**src/rtl/mult_tail_pipe_if.sv**
```systemverilog
// mult_tail_pipe_if
//   Bundles the signals between the multiply tail pipeline and its neighbours:
//   the M1 product input, pipeline stall/flush control, the decode-side hazard
//   port (busy mask and bypass lookup) and the writeback/trap outputs.
//   Clock and reset stay as plain ports on the module.
//
//   slave  : the tail pipeline (consumes product/control/lookup, drives hazard and writeback)
//   master : the surrounding pipeline (drives product/control/lookup, observes the rest)
interface mult_tail_pipe_if #(
    parameter int DATA_W = 32,
    parameter int ADDR_W = 5
);
    // Pipeline control
    logic                   stall;
    logic                   flush;

    // Product from the M1 stage
    logic                   in_valid;
    logic [ADDR_W-1:0]      in_dst;
    logic [DATA_W-1:0]      in_result;
    logic                   in_zero;
    logic                   in_overflow;

    // Decode hazard port
    logic [ADDR_W-1:0]      lookup_reg;
    logic                   lookup_hit;
    logic [DATA_W-1:0]      lookup_data;
    logic [2**ADDR_W-1:0]   busy_mask;

    // Writeback and trap
    logic                   wb_valid;
    logic [ADDR_W-1:0]      wb_dst;
    logic [DATA_W-1:0]      wb_result;
    logic                   wb_zero;
    logic                   wb_overflow;
    logic                   ovf_exc;

    modport slave (
        input  stall, flush,
        input  in_valid, in_dst, in_result, in_zero, in_overflow,
        input  lookup_reg,
        output lookup_hit, lookup_data, busy_mask,
        output wb_valid, wb_dst, wb_result, wb_zero, wb_overflow, ovf_exc
    );

    modport master (
        output stall, flush,
        output in_valid, in_dst, in_result, in_zero, in_overflow,
        output lookup_reg,
        input  lookup_hit, lookup_data, busy_mask,
        input  wb_valid, wb_dst, wb_result, wb_zero, wb_overflow, ovf_exc
    );
endinterface

```
**src/rtl/mult_tail_pipe.sv**
```systemverilog
// mult_tail_pipe
//   Back end of the integer multiply pipeline (stages M2..M5). Each product
//   from M1 travels through DEPTH registered stages and is presented to
//   writeback exactly once from the oldest stage. Every stage is visible to
//   decode through a busy-register mask and a youngest-match bypass port.
//
//   Ports
//     clk    : clock, rising edge
//     reset  : synchronous, active-high; clears every stage
//     bus    : mult_tail_pipe_if.slave
//              stall/flush            pipeline control (flush wins over stall)
//              in_*                   product from M1
//              lookup_reg/hit/data    bypass query (youngest valid match)
//              busy_mask              one bit per register with a product in flight
//              wb_*                   writeback from the oldest stage
//              ovf_exc                overflow trap strobe (TRAP_ON_OVF=1 only)
//
//   Parameters
//     DATA_W       product / register width
//     ADDR_W       register-address width
//     DEPTH        number of tail stages, legal range 2..8
//     TRAP_ON_OVF  1: overflowing products trap instead of writing back
module mult_tail_pipe #(
    parameter int DATA_W      = 32,
    parameter int ADDR_W      = 5,
    parameter int DEPTH       = 4,
    parameter bit TRAP_ON_OVF = 1'b0
) (
    input  logic            clk,
    input  logic            reset,
    mult_tail_pipe_if.slave bus
);

    typedef struct packed {
        logic              v;
        logic [ADDR_W-1:0] dst;
        logic [DATA_W-1:0] result;
        logic              zero;
        logic              ovf;
    } stage_t;

    // s[0] is the youngest stage, s[DEPTH-1] the oldest.
    stage_t s [DEPTH];
    stage_t last;

    logic                 can_commit;
    logic                 busy_c;
    logic                 hit_c;
    logic [DATA_W-1:0]    data_c;
    logic [2**ADDR_W-1:0] mask_c;

    // Stage registers. Flush only clears the valid bits; the data fields of
    // killed stages are never observed because every output is qualified by v.
    always_ff @(posedge clk) begin
        if (reset) begin
            for (int k = 0; k < DEPTH; k++) begin
                s[k] <= '0;
            end
        end else if (bus.flush) begin
            for (int k = 0; k < DEPTH; k++) begin
                s[k].v <= 1'b0;
            end
        end else if (!bus.stall) begin
            // A product aimed at register 0 is architecturally discarded, so it
            // enters invalid and can never become busy, bypassed or written back.
            s[0].v      <= bus.in_valid && (bus.in_dst != '0);
            s[0].dst    <= bus.in_dst;
            s[0].result <= bus.in_result;
            s[0].zero   <= bus.in_zero;
            s[0].ovf    <= bus.in_overflow;
            for (int k = 1; k < DEPTH; k++) begin
                s[k] <= s[k-1];
            end
        end
    end

    assign last = s[DEPTH-1];

    // The oldest stage may only leave on a cycle where the pipeline actually
    // advances; a stalled product therefore commits once, on the first
    // non-stalled cycle.
    assign can_commit = last.v && !bus.stall && !bus.flush;

    // Hazard view is built only from the stage registers, so there is no
    // combinational path from the M1 inputs to decode.
    always_comb begin
        mask_c = '0;
        hit_c  = 1'b0;
        data_c = '0;
        busy_c = 1'b0;
        for (int k = 0; k < DEPTH; k++) begin
            if (s[k].v) begin
                mask_c[s[k].dst] = 1'b1;
            end
        end
        // Scan oldest to youngest so the youngest match is the one that sticks.
        for (int k = DEPTH - 1; k >= 0; k--) begin
            if (s[k].v && (s[k].dst == bus.lookup_reg)) begin
                hit_c  = 1'b1;
                data_c = s[k].result;
            end
        end
        busy_c = |mask_c;
    end

    assign bus.busy_mask   = mask_c;
    assign bus.lookup_hit  = hit_c && busy_c;
    assign bus.lookup_data = data_c;

    assign bus.wb_dst      = last.dst;
    assign bus.wb_result   = last.result;
    assign bus.wb_zero     = last.zero;
    assign bus.wb_overflow = last.ovf;

    generate
        if (TRAP_ON_OVF) begin : g_trap
            assign bus.wb_valid = can_commit && !last.ovf;
            assign bus.ovf_exc  = can_commit && last.ovf;
        end else begin : g_no_trap
            assign bus.wb_valid = can_commit;
            assign bus.ovf_exc  = 1'b0;
        end
    endgenerate

endmodule
```
**src/flat_wrapper.sv**
```systemverilog
// flat-port wrapper written by rule: the top's interface ports become plain ports
module mult_tail_pipe_flat 
#(
    parameter int DATA_W      = 32,
    parameter int ADDR_W      = 5,
    parameter int DEPTH       = 4,
    parameter bit TRAP_ON_OVF = 1'b0
)
  (clk, reset, bus_stall, bus_flush, bus_in_valid, bus_in_dst, bus_in_result, bus_in_zero, bus_in_overflow, bus_lookup_reg, bus_lookup_hit, bus_lookup_data, bus_busy_mask, bus_wb_valid, bus_wb_dst, bus_wb_result, bus_wb_zero, bus_wb_overflow, bus_ovf_exc);
  mult_tail_pipe_if #(.DATA_W(DATA_W), .ADDR_W(ADDR_W)) bus_i ();
  input  logic clk;
  input  logic reset;
  input wire logic [$bits(bus_i.stall)-1:0] bus_stall;
  input wire logic [$bits(bus_i.flush)-1:0] bus_flush;
  input wire logic [$bits(bus_i.in_valid)-1:0] bus_in_valid;
  input wire logic [$bits(bus_i.in_dst)-1:0] bus_in_dst;
  input wire logic [$bits(bus_i.in_result)-1:0] bus_in_result;
  input wire logic [$bits(bus_i.in_zero)-1:0] bus_in_zero;
  input wire logic [$bits(bus_i.in_overflow)-1:0] bus_in_overflow;
  input wire logic [$bits(bus_i.lookup_reg)-1:0] bus_lookup_reg;
  output wire logic [$bits(bus_i.lookup_hit)-1:0] bus_lookup_hit;
  output wire logic [$bits(bus_i.lookup_data)-1:0] bus_lookup_data;
  output wire logic [$bits(bus_i.busy_mask)-1:0] bus_busy_mask;
  output wire logic [$bits(bus_i.wb_valid)-1:0] bus_wb_valid;
  output wire logic [$bits(bus_i.wb_dst)-1:0] bus_wb_dst;
  output wire logic [$bits(bus_i.wb_result)-1:0] bus_wb_result;
  output wire logic [$bits(bus_i.wb_zero)-1:0] bus_wb_zero;
  output wire logic [$bits(bus_i.wb_overflow)-1:0] bus_wb_overflow;
  output wire logic [$bits(bus_i.ovf_exc)-1:0] bus_ovf_exc;
  assign bus_i.stall = bus_stall;
  assign bus_i.flush = bus_flush;
  assign bus_i.in_valid = bus_in_valid;
  assign bus_i.in_dst = bus_in_dst;
  assign bus_i.in_result = bus_in_result;
  assign bus_i.in_zero = bus_in_zero;
  assign bus_i.in_overflow = bus_in_overflow;
  assign bus_i.lookup_reg = bus_lookup_reg;
  assign bus_lookup_hit = bus_i.lookup_hit;
  assign bus_lookup_data = bus_i.lookup_data;
  assign bus_busy_mask = bus_i.busy_mask;
  assign bus_wb_valid = bus_i.wb_valid;
  assign bus_wb_dst = bus_i.wb_dst;
  assign bus_wb_result = bus_i.wb_result;
  assign bus_wb_zero = bus_i.wb_zero;
  assign bus_wb_overflow = bus_i.wb_overflow;
  assign bus_ovf_exc = bus_i.ovf_exc;
  mult_tail_pipe #(.DATA_W(DATA_W), .ADDR_W(ADDR_W), .DEPTH(DEPTH), .TRAP_ON_OVF(TRAP_ON_OVF)) u_core (.clk(clk), .reset(reset), .bus(bus_i));
endmodule
```
**config.mk**
```make
export PLATFORM = sky130hd
export DESIGN_NAME = mult_tail_pipe_flat
export DESIGN_NICKNAME = d
export VERILOG_FILES = /design/src/rtl/mult_tail_pipe_if.sv /design/src/rtl/mult_tail_pipe.sv /design/src/flat_wrapper.sv
export SDC_FILE = /design/constraint.sdc
export NUM_CORES = 1
export LEC_CHECK = 0
export CORE_MARGIN = 1.5
export CORE_UTILIZATION = 50
export DETAILED_ROUTE_END_ITERATION = 12
export PLACE_DENSITY = 0.84
export SYNTH_ARGS = -nofsm -noshare
export SYNTH_HDL_FRONTEND = slang
export SYNTH_SLANG_ARGS = --single-unit
export TNS_END_PERCENT = 1
```
**constraint.sdc**
```tcl
create_clock -name clk -period 2.6 [get_ports clk]
set_input_delay 0.26 -clock clk [delete_from_list [all_inputs] [get_ports clk]]
set_output_delay 0.26 -clock clk [all_outputs]
set_load 0.1 [all_outputs]
```
==> results_dict.tcl, run 1 <==
set metrics [dict create \
    status "finished, violations left" \
    violations "negative setup slack" \
    power_frac_clock_pct 35.9 \
    yosys.area_share.simple_pct 20.9 \
    grt_max_degree 94 \
    n_antenna_cell 0 \
    cts.clk_slew.worst_paths_ps 60 \
    ir_drop_mv 0.628 \
    yosys-mux-area-fraction_pct 0.112 \
    dp.final_hpwl_um 15700 \
    crit_path_start_kind "flip-flop" \
    synthFlopType "edfxtp_1" \
    hold_path_class "input pin to flip-flop" \
    clock-sinks 160 \
    fin_crit_sh_pct 112 \
    drive_gt1_share_pct 33.2 \
    io-pin-count 155 \
    use_met3_pct 4.96 \
    globalplace.congestion 0.998 \
    first_pass_iters 5 \
    met2_usage_pct 42.3 \
    p_leak_nw 4.59 \
    worstSetupPathType "flip-flop to output pin" \
    finalNonFillerCells 1123 \
    grt_setup_unrepaired "true" \
    drc 0 \
    largest_reg_flops 160 \
    p_int_w 0.00498 \
    crit_fanout 10 \
    drt-initial-drc-count 847 \
    setup_ws_ps -301 \
    via_count 6767 \
    routed_wl_um 24400 \
    portBuffers 153 \
    syn_nets 795 \
    setup_violations 33 \
    cts_root_buf "clkbuf_16" \
    sw_frac_of_total_pct 28.1 \
    busiest_layer "met2" \
    syn_area_sq_um 8930 \
    period_minus_slack_ps 2900 \
    ys_seq_elements 160 \
    holdWs_ps 479 \
    p_per_area_nw_per_um2 554 \
    async_reset_ff_share_pct 0 \
    syn_area_per_cell_sq_um 12.0 \
    grtUsageTotal_pct 26.4 \
    row_count 48 \
    largestRegisters "u_core.s x160" \
    ctsHoldBuffers 0 \
    die_h_um 137 \
    synth_fa_ha_area_share_pct 0 \
    slew_viol_final 0 \
    die_area_sq_um 18700 \
    fmax_ghz 0.345 \
    max_slew_margin_pct 50.7 \
    first_global_vias 6355 \
    p_sw_w 0.00195 \
    wire_per_inst_um 21.8 \
    die_w_um 137 \
    start_util_pct 51.4 \
    core_sq_um 17400 \
    clock_latency_ps 430 \
    grt_overflow_total 0 \
    htree_levels 4 \
    netlist_instances 746 \
    cap_violations 0 \
    final_util_pct 72.0 \
    antenna_found_initial 0 \
    cts_buffers 17 \
    top_register "u_core.s" \
    worstPathRequired_ps 2340 \
    clockBufferDepth 2 \
    seq_area_frac_synth_pct 53.7 \
    hold_viol 0 \
    cts_tree "built" \
    met1_usage_pct 35.7 \
    ant_nets 0 \
    dp_cells 1082 \
    synth_cell_types 51 \
    fin_tns_setup_ps -7480 \
    routed_via_density 6.03 \
    critPathArrivalTime_ps 2640 \
    areaGrowthSynthToFinish_pct 39.9 \
    reg2reg_slack_ps 1390 \
    worst_pin_slew_ps 738 \
    synth-edff-count 159 \
    fin_nets 935 \
    power_w 0.00692 \
    skew_ps 6.94 \
    comb_power_share_pct 17.4 \
    synth-xor-area-share_pct 1.96 \
    synth_top_family_by_area "simple AND/OR/NAND/NOR gates" \
    synth_warnings 0 \
    seqPwrFrac_pct 46.7 \
    grt_pass1_wl_um 36700 \
    synth_compound_area_share_pct 15.4 \
    end_kind "output pin" \
]
worst max-delay path, stage by stage, from the launching register on:
cell	delay, ps
edfxtp_1	470
xor2_2	240
nor4_2	70
buf_4	150
a311oi_4	250
buf_6	190
buf_8	190
nand2_1	120
a221oi_4	310
buf_12	220
worst paths after layout:
path                     startpoint                  end  cells after the start
setup / recovery    u_core.s[2][38]  bus_lookup_data[29]                      9
hold / removal    bus_in_result[25]      u_core.s[0][27]                      2
setup reg to reg    u_core.s[2][38]      u_core.s[3][38]                      3
hold reg to reg      u_core.s[1][0]       u_core.s[2][0]                      1
cells in the final DEF (no fill, tap or decap), drive strengths merged, types with 10 or more instances in the layout:
cell type	instances
buf	172
and2	160
edfxtp	159
nor2	56
nand2	46
clkdlybuf4s50	45
a221oi	32
o31ai	31
clkbuf	20
o221ai	19
a21oi	15
xor2	12
nand3b	11
a221o	10
o22ai	10
power groups by stage:
stage	Combinational (W)	Sequential, W	Clock [W]
3_5_place_dp	0.00115	0.00326	0
3_3_place_gp	0.00114	0.00324	0
6_report	0.00120	0.00323	0.00249
4_1_cts	0.00118	0.00322	0.00250
2_1_floorplan	0.000822	0.00322	0
5_1_grt	0.00125	0.00325	0.00261
cells in the mapped netlist, drive strengths merged, types with 4 or more instances:
cell type	count	area share [%]
and2	160	11
edfxtp	159	53
buf	62	6.0
nor2	56	2.4
nand2	46	1.9
clkbuf	37	1.6
a221oi	32	5.2
o31ai	31	4.2
o221ai	19	1.9
a21oi	15	0.84
xor2	12	1.2
nand3b	11	0.92
a221o	10	1.1
o22ai	10	0.70
a22oi	8	0.67
and3	8	0.63
or3b	8	0.78
xnor2	8	0.78
nand3	7	0.45
nor3b	7	0.59
or2	6	0.42
inv	5	0.21
nor3	5	0.28
or3	5	0.36
and3b	4	0.39
cells by family after synthesis:
family                 count (synthesis)
flip-flops                           160
other                                  1
buffers and inverters                104
multiplexers                           1
AO/OA/AOI/OAI                        131
AND/OR/NAND/NOR                      329
XOR/XNOR                              20
repair_timing:
action                     in CTS  in global routing
setup endpoints to repair      33                 35
cloned                          1                  0
buffers inserted                4                  5
resized for setup              29                 20
pin swaps                      10                  6
stage by stage:
| stage | setup WS (ps) | cell area, sq um |
|---|---|---|
| floorplan | -335 | 9220 |
| global placement | -282 | 11500 |
| detailed placement | -331 | 11500 |
| CTS | -239 | 12300 |
| global route | -367 | 12500 |
| finish | -301 | 12500 |
cell type report:
class,instances,area [sq um]
inverters,5,18.8
flip-flops and latches,160,4790
repair buffers,220,2770
clock buffers,20,437
well taps,225,282
fillers,1085,4860
clock inverters,11,138
multi-input cells,482,4050
routing by layer:
metal  vias up  share of wire (%)
met5         -                  0
met1      3335                 40
met2       402                 49
li1       2982                  -
met3        48                7.8
met4         0                2.9
No activity file was read; power rests on OpenSTA's default activity.
==> inputs of run 2 (changes only) <==
- CORE_UTILIZATION: 50 -> 40
- PLACE_DENSITY: 0.84 -> 0.71
==> run 2 against run 1 <==
  * The run still ends with negative setup slack left
  * Clock-buffer cell count is 2 lower
  * Total power is 0.69% lower
  * Worst hold slack better by 6.8 ps
  * Sequential share of layout area is 0.050 points lower
  * Register-to-register slack better by 130 ps
  * Clock skew is 1.4 ps lower
  * Sequential power hardly changed
  * Core utilization is 15 points lower
  * Combinational power hardly changed
  * First-iteration DRC count is 36% lower
  * Maximum frequency is 0.14% higher
  * Clock power hardly changed
  * Highest routed layer unchanged
==> results_dict.tcl, run 2 (synthesis gave the netlist of run 1 again) <==
set metrics [dict create \
    antenna_found_initial 0 \
    first_pass_iters 5 \
    clockBufferDepth 2 \
    first_global_vias 6233 \
    grtUsageTotal_pct 20.1 \
    die_area_sq_um 23200 \
    p_int_w 0.00490 \
    p_per_area_nw_per_um2 550 \
    power_frac_clock_pct 36.0 \
    grt_max_degree 43 \
    slowest_delay_ps 410 \
    drive_gt1_share_pct 32.7 \
    cts_tree "built" \
    crit_slowest_cell "edfxtp_1" \
    routed_via_density 5.41 \
    io-pin-count 155 \
    p_sw_w 0.00197 \
    pre_cts_slack_ps -368 \
    skew_ps 5.51 \
    grt_setup_unrepaired "true" \
    top_register "u_core.s" \
    status "finished, violations left" \
    largestRegisters "u_core.s x160" \
    fillers 1772 \
    cts.clk_slew.worst_paths_ps 70 \
    worstPathRequired_ps 2340 \
    p_leak_nw 4.58 \
    final_util_pct 57.1 \
    ctsHoldBuffers 0 \
    slew_viol_final 0 \
    setup_violations 32 \
    end_kind "output pin" \
    globalplace.congestion 0.880 \
    critPathArrivalTime_ps 2640 \
    cap_violations 0 \
    regToRegStartpoint "u_core.s[2][35]" \
    fin_tns_setup_ps -7880 \
    dp.final_hpwl_um 16300 \
    reg2reg_slack_ps 1520 \
    via_count 6399 \
    setup_ws_ps -297 \
    largest_reg_flops 160 \
    period_minus_slack_ps 2900 \
    die_w_um 152 \
    drc 0 \
    drt-initial-drc-count 540 \
    fin_crit_sh_pct 111 \
    hold_path_class "input pin to flip-flop" \
    grt_pass1_wl_um 36100 \
    htree_levels 4 \
    cts_buffers 17 \
    sw_frac_of_total_pct 28.7 \
    max_slew_margin_pct 56.1 \
    seqPwrFrac_pct 46.8 \
    grt_overflow_total 0 \
    die_h_um 152 \
    violations "negative setup slack" \
    core_sq_um 21900 \
    comb_power_share_pct 17.2 \
    worstSetupStartpoint "u_core.s[2][35]" \
    critPathCapture "bus_lookup_data[30]" \
    fin_nets 938 \
    ir_drop_mv 0.421 \
    clock-sinks 160 \
    worst_pin_slew_ps 657 \
    hold_viol 0 \
    cp_cell_sequence "xor2_1, nor4_2, buf_4, a311oi_4, buf_6, buf_6, a221oi_2, buf_4, o31ai_4, buf_12" \
    clock_latency_ps 420 \
    cts_root_buf "clkbuf_16" \
    n_antenna_cell 0 \
    crit_path_start_kind "flip-flop" \
    areaGrowthSynthToFinish_pct 40.1 \
    wire_per_inst_um 19.7 \
    crit_fanout 4 \
    reg2reg_depth 3 \
    portBuffers 153 \
    final_cell_mix "159 x and2_1, 159 x edfxtp_1, 96 x buf_4" \
    routed_wl_um 23200 \
    ant_nets 0 \
    start_util_pct 40.8 \
    r2r_end "u_core.s[3][35]" \
    fmax_ghz 0.345 \
    worstSetupPathType "flip-flop to output pin" \
    row_count 54 \
]
run 2: cell count changes in the layout (fill, tap and decap cells not counted), moves of 3 or more:
cell           previous run  this run
xor2_1                    9        12
inv_6                     2         5
clkinv_4                  0         3
buf_4                    91        96
buf_12                   77        72
nor2_1                   52        56
nor2_2                    4         0
dlygate4sd2_1             1         5
xor2_2                    3         0
run 2: worst min path at each step:
stage	slack (ps)	end	cells past startpoint	startpoint
after floorplan	340	u_core.s[2][39]	1	reset
after global placement	500	u_core.s[1][0]	1	u_core.s[0][0]
after detailed placement	500	u_core.s[1][1]	1	u_core.s[0][1]
after CTS	470	u_core.s[0][17]	2	bus_in_result[15]
after global routing	480	u_core.s[0][27]	2	bus_in_result[25]
final	490	u_core.s[0][17]	2	bus_in_result[15]
run 2: metal layers:
metal  wire length [um]  vias to the layer above  track usage [%]
met5                  0                        -                0
met4                484                        0             6.38
met3               1590                       33             4.49
met2              10900                      250             31.3
met1              10200                     3123             27.9
li1                   -                     2993                -
run 2: power by group through the flow:
stage          Sequential, W  Combinational (W)  Clock [W]
4_1_cts              0.00321            0.00119    0.00252
3_5_place_dp         0.00325            0.00117          0
3_3_place_gp         0.00324            0.00116          0
5_1_grt              0.00324            0.00124    0.00263
6_report             0.00322            0.00119    0.00248
2_1_floorplan        0.00322           0.000822          0
run 2: per-stage QoR:
stage	hold WS (ps)	power (W)	std cells	area (sq um)
3_5_place_dp	503	0.00442	1140	11500
6_report	486	0.00688	1182	12500
2_1_floorplan	337	0.00404	746	9220
5_1_grt	482	0.00711	1182	12500
3_3_place_gp	499	0.00440	1140	11500
4_1_cts	467	0.00692	1182	12500
run 2: worst max-delay path: cells and delay by family (launching register included):
kind | cells | cell delay, ps
flip-flops | 1 | 410
XOR/XNOR | 1 | 190
AND/OR/NAND/NOR | 1 | 370
AO/OA/AOI/OAI | 3 | 400
buffers and inverters | 5 | 830
run 2: area by class of cell:
type | instances | area (sq um) | area share, %
Clock buffer | 18 | 429 | 3.43
Clock inverter | 14 | 155 | 1.24
Inverter | 5 | 18.8 | 0.150
Multi-Input combinational cell | 482 | 3990 | 31.9
Sequential cell | 160 | 4790 | 38.3
Tap cell | 280 | 350 | 2.80
Timing Repair Buffer | 223 | 2770 | 22.1
run 2: repair_timing:
| action | 4_1_cts | 5_1_grt |
|---|---|---|
| gates cloned | 3 | 0 |
| pin swaps | 14 | 4 |
| resized for setup | 35 | 1 |
| setup endpoints to repair | 33 | 36 |
| buffers inserted | 7 | 0 |
==> inputs of run 3 (changes only) <==
- GPL_ROUTABILITY_DRIVEN: default -> 0
- PLACE_DENSITY: 0.71 -> 0.72
- REMOVE_ABC_BUFFERS: default -> 1
==> run 3 against run 2 <==
  * The flow still finishes with violations (negative setup slack)
  * Global-route usage down 0.41 points
  * Maximum frequency up 1.0%
  * Clock-buffer cell count up 1
  * Clock skew about the same
  * Worst setup slack better by 30 ps
  * Final cell count down 1.1%
  * Sequential power about the same
  * Critical path type is now input pin to output pin
  * Critical endpoint is now bus_lookup_data[11]
==> results_dict.tcl, run 3 (synthesis gave the netlist of run 1 again) <==
set metrics [dict create \
    via_count 6456 \
    clockBufferDepth 2 \
    p_leak_nw 4.49 \
    cp_top_family "buffers and inverters" \
    fin_nets 926 \
    critPathArrivalTime_ps 2610 \
    cts.clk_slew.worst_paths_ps 60 \
    pre_cts_slack_ps -284 \
    core_sq_um 21900 \
    holdPathStages 2 \
    slowest_delay_ps 550 \
    cap_violations 0 \
    p_sw_w 0.00189 \
    worstSetupPathType "input pin to output pin" \
    ctsHoldBuffers 0 \
    dp.final_hpwl_um 15600 \
    clock_latency_ps 410 \
    top_register "u_core.s" \
    htree_levels 4 \
    setup_violations 32 \
    grt_pass1_wl_um 35900 \
    clock-sinks 160 \
    areaGrowthSynthToFinish_pct 33.7 \
    period_minus_slack_ps 2870 \
    crit_buf_inv 5 \
    worstPathRequired_ps 2340 \
    largestRegisters "u_core.s x160" \
    comb_power_share_pct 16.4 \
    largest_reg_flops 160 \
    dpl_cell_area_sq_um 11200 \
    drc 0 \
    row_count 54 \
    reg2reg_depth 2 \
    final_util_pct 54.5 \
    violations "negative setup slack" \
    worst_pin_slew_ps 643 \
    fillers 1850 \
    grtUsageTotal_pct 19.7 \
    final_cell_mix "159 x and2_1, 159 x edfxtp_1, 88 x buf_4" \
    grt_overflow_total 0 \
    reg2reg_slack_ps 1590 \
    crit_fanout 11 \
    routed_via_density 5.52 \
    max_slew_margin_pct 57.0 \
    end_kind "output pin" \
    seqPwrFrac_pct 45.6 \
    wire_per_inst_um 19.5 \
    cts_tree "built" \
    hold_viol 0 \
    cp_cell_sequence "clkdlybuf4s50_1, buf_4, xnor2_1, nand2_1, a311oi_4, buf_12, buf_12, a221oi_2, o31ai_2, buf_12" \
    grt_max_degree 64 \
    ant_nets 0 \
    die_area_sq_um 23200 \
    drt-initial-drc-count 571 \
    fin_area_sq_um 11900 \
    worstSetupStartpoint "bus_lookup_reg[1]" \
    fin_crit_sh_pct 110 \
    cts_root_buf "clkbuf_16" \
    skew_ps 5.77 \
    fin_tns_setup_ps -5210 \
    regToRegStartpoint "u_core.s[2][38]" \
    p_int_w 0.00514 \
    hold_path_class "input pin to flip-flop" \
    ir_drop_mv 0.440 \
    critPathCapture "bus_lookup_data[11]" \
    slew_viol_final 0 \
    cpMostUsedCell "buf_12" \
    io-pin-count 155 \
    power_frac_clock_pct 38.0 \
    sw_frac_of_total_pct 26.9 \
    fmax_ghz 0.349 \
    portBuffers 153 \
    start_util_pct 40.8 \
    crit_path_start_kind "input pin" \
    antenna_found_initial 1 \
    drive_gt1_share_pct 31.0 \
    cts_buffers 17 \
    die_h_um 152 \
    holdWs_ps 491 \
    first_global_vias 6277 \
    status "finished, violations left" \
    setup_ws_ps -267 \
    routed_wl_um 22800 \
    r2r_end "u_core.s[3][38]" \
    die_w_um 152 \
    crit_slowest_cell "clkdlybuf4s50_1" \
    worstSetupPathDepth 10 \
    first_pass_iters 5 \
    p_per_area_nw_per_um2 589 \
    grt_setup_unrepaired "true" \
]
-- run 3: cell types whose count changed in the layout (fill, tap and decap cells not counted), moves of 2 or more --
cell	before	now
a221oi_4	20	5
clkinv_4	3	1
o31ai_1	0	2
inv_6	5	1
buf_4	96	88
o31ai_4	31	0
buf_16	3	0
a221oi_1	0	2
a221oi_2	12	25
o31ai_2	0	29
bufinv_16	2	5
-- run 3: worst reg2reg max path: cells and delay by family, from the launching register on --
kind          cells  cell delay [ps]
flops             1              390
simple gates      1              180
buf+inv           1              190
-- run 3: area by class of cell --
type	instances	area [sq um]	area share, %
clock inverters	11	189	1.58
repair buffers	211	2620	21.9
inverters	5	18.8	0.157
flip-flops and latches	160	4790	40.2
clock buffers	19	433	3.63
multi-input cells	482	3530	29.6
diodes	1	2.50	0.0210
well taps	280	350	2.93
-- run 3: stage by stage --
stage          power, W  std cells
2_1_floorplan   0.00395        647
3_3_place_gp    0.00438       1136
3_5_place_dp    0.00440       1136
4_1_cts         0.00707       1168
5_1_grt         0.00726       1168
6_report        0.00703       1169
-- run 3: layer usage --
layer	global-route usage, %	vias to the layer above	wire length [um]
met5	0	-	12
met4	5.64	2	325
met3	4.72	30	1800
met2	31.2	296	10900
met1	26.8	3157	9770
li1	-	2971	-
-- run 3: how the worst min path moves through the flow --
stage | slack [ps] | endpoint | start
after floorplan | 340 | u_core.s[2][39] | reset
after global placement | 500 | u_core.s[2][0] | u_core.s[1][0]
after detailed placement | 500 | u_core.s[2][1] | u_core.s[1][1]
after CTS | 470 | u_core.s[0][0] | bus_in_overflow
after global routing | 480 | u_core.s[0][0] | bus_in_overflow
final | 490 | u_core.s[0][32] | bus_in_result[30]
-- run 3: power groups by stage --
stage | sequential, W | combinational, W | clock [W]
global placement | 0.00325 | 0.00113 | 0
CTS | 0.00321 | 0.00115 | 0.00272
finish | 0.00321 | 0.00115 | 0.00267
global route | 0.00323 | 0.00120 | 0.00282
detailed placement | 0.00325 | 0.00115 | 0
floorplan | 0.00351 | 0.000434 | 0
-- run 3: what timing repair did --
action | CTS | global route
endpoints found under the setup margin | 33 | 33
resized for setup | 10 | 3
pin swaps | 31 | 3
setup buffers | 2 | 0
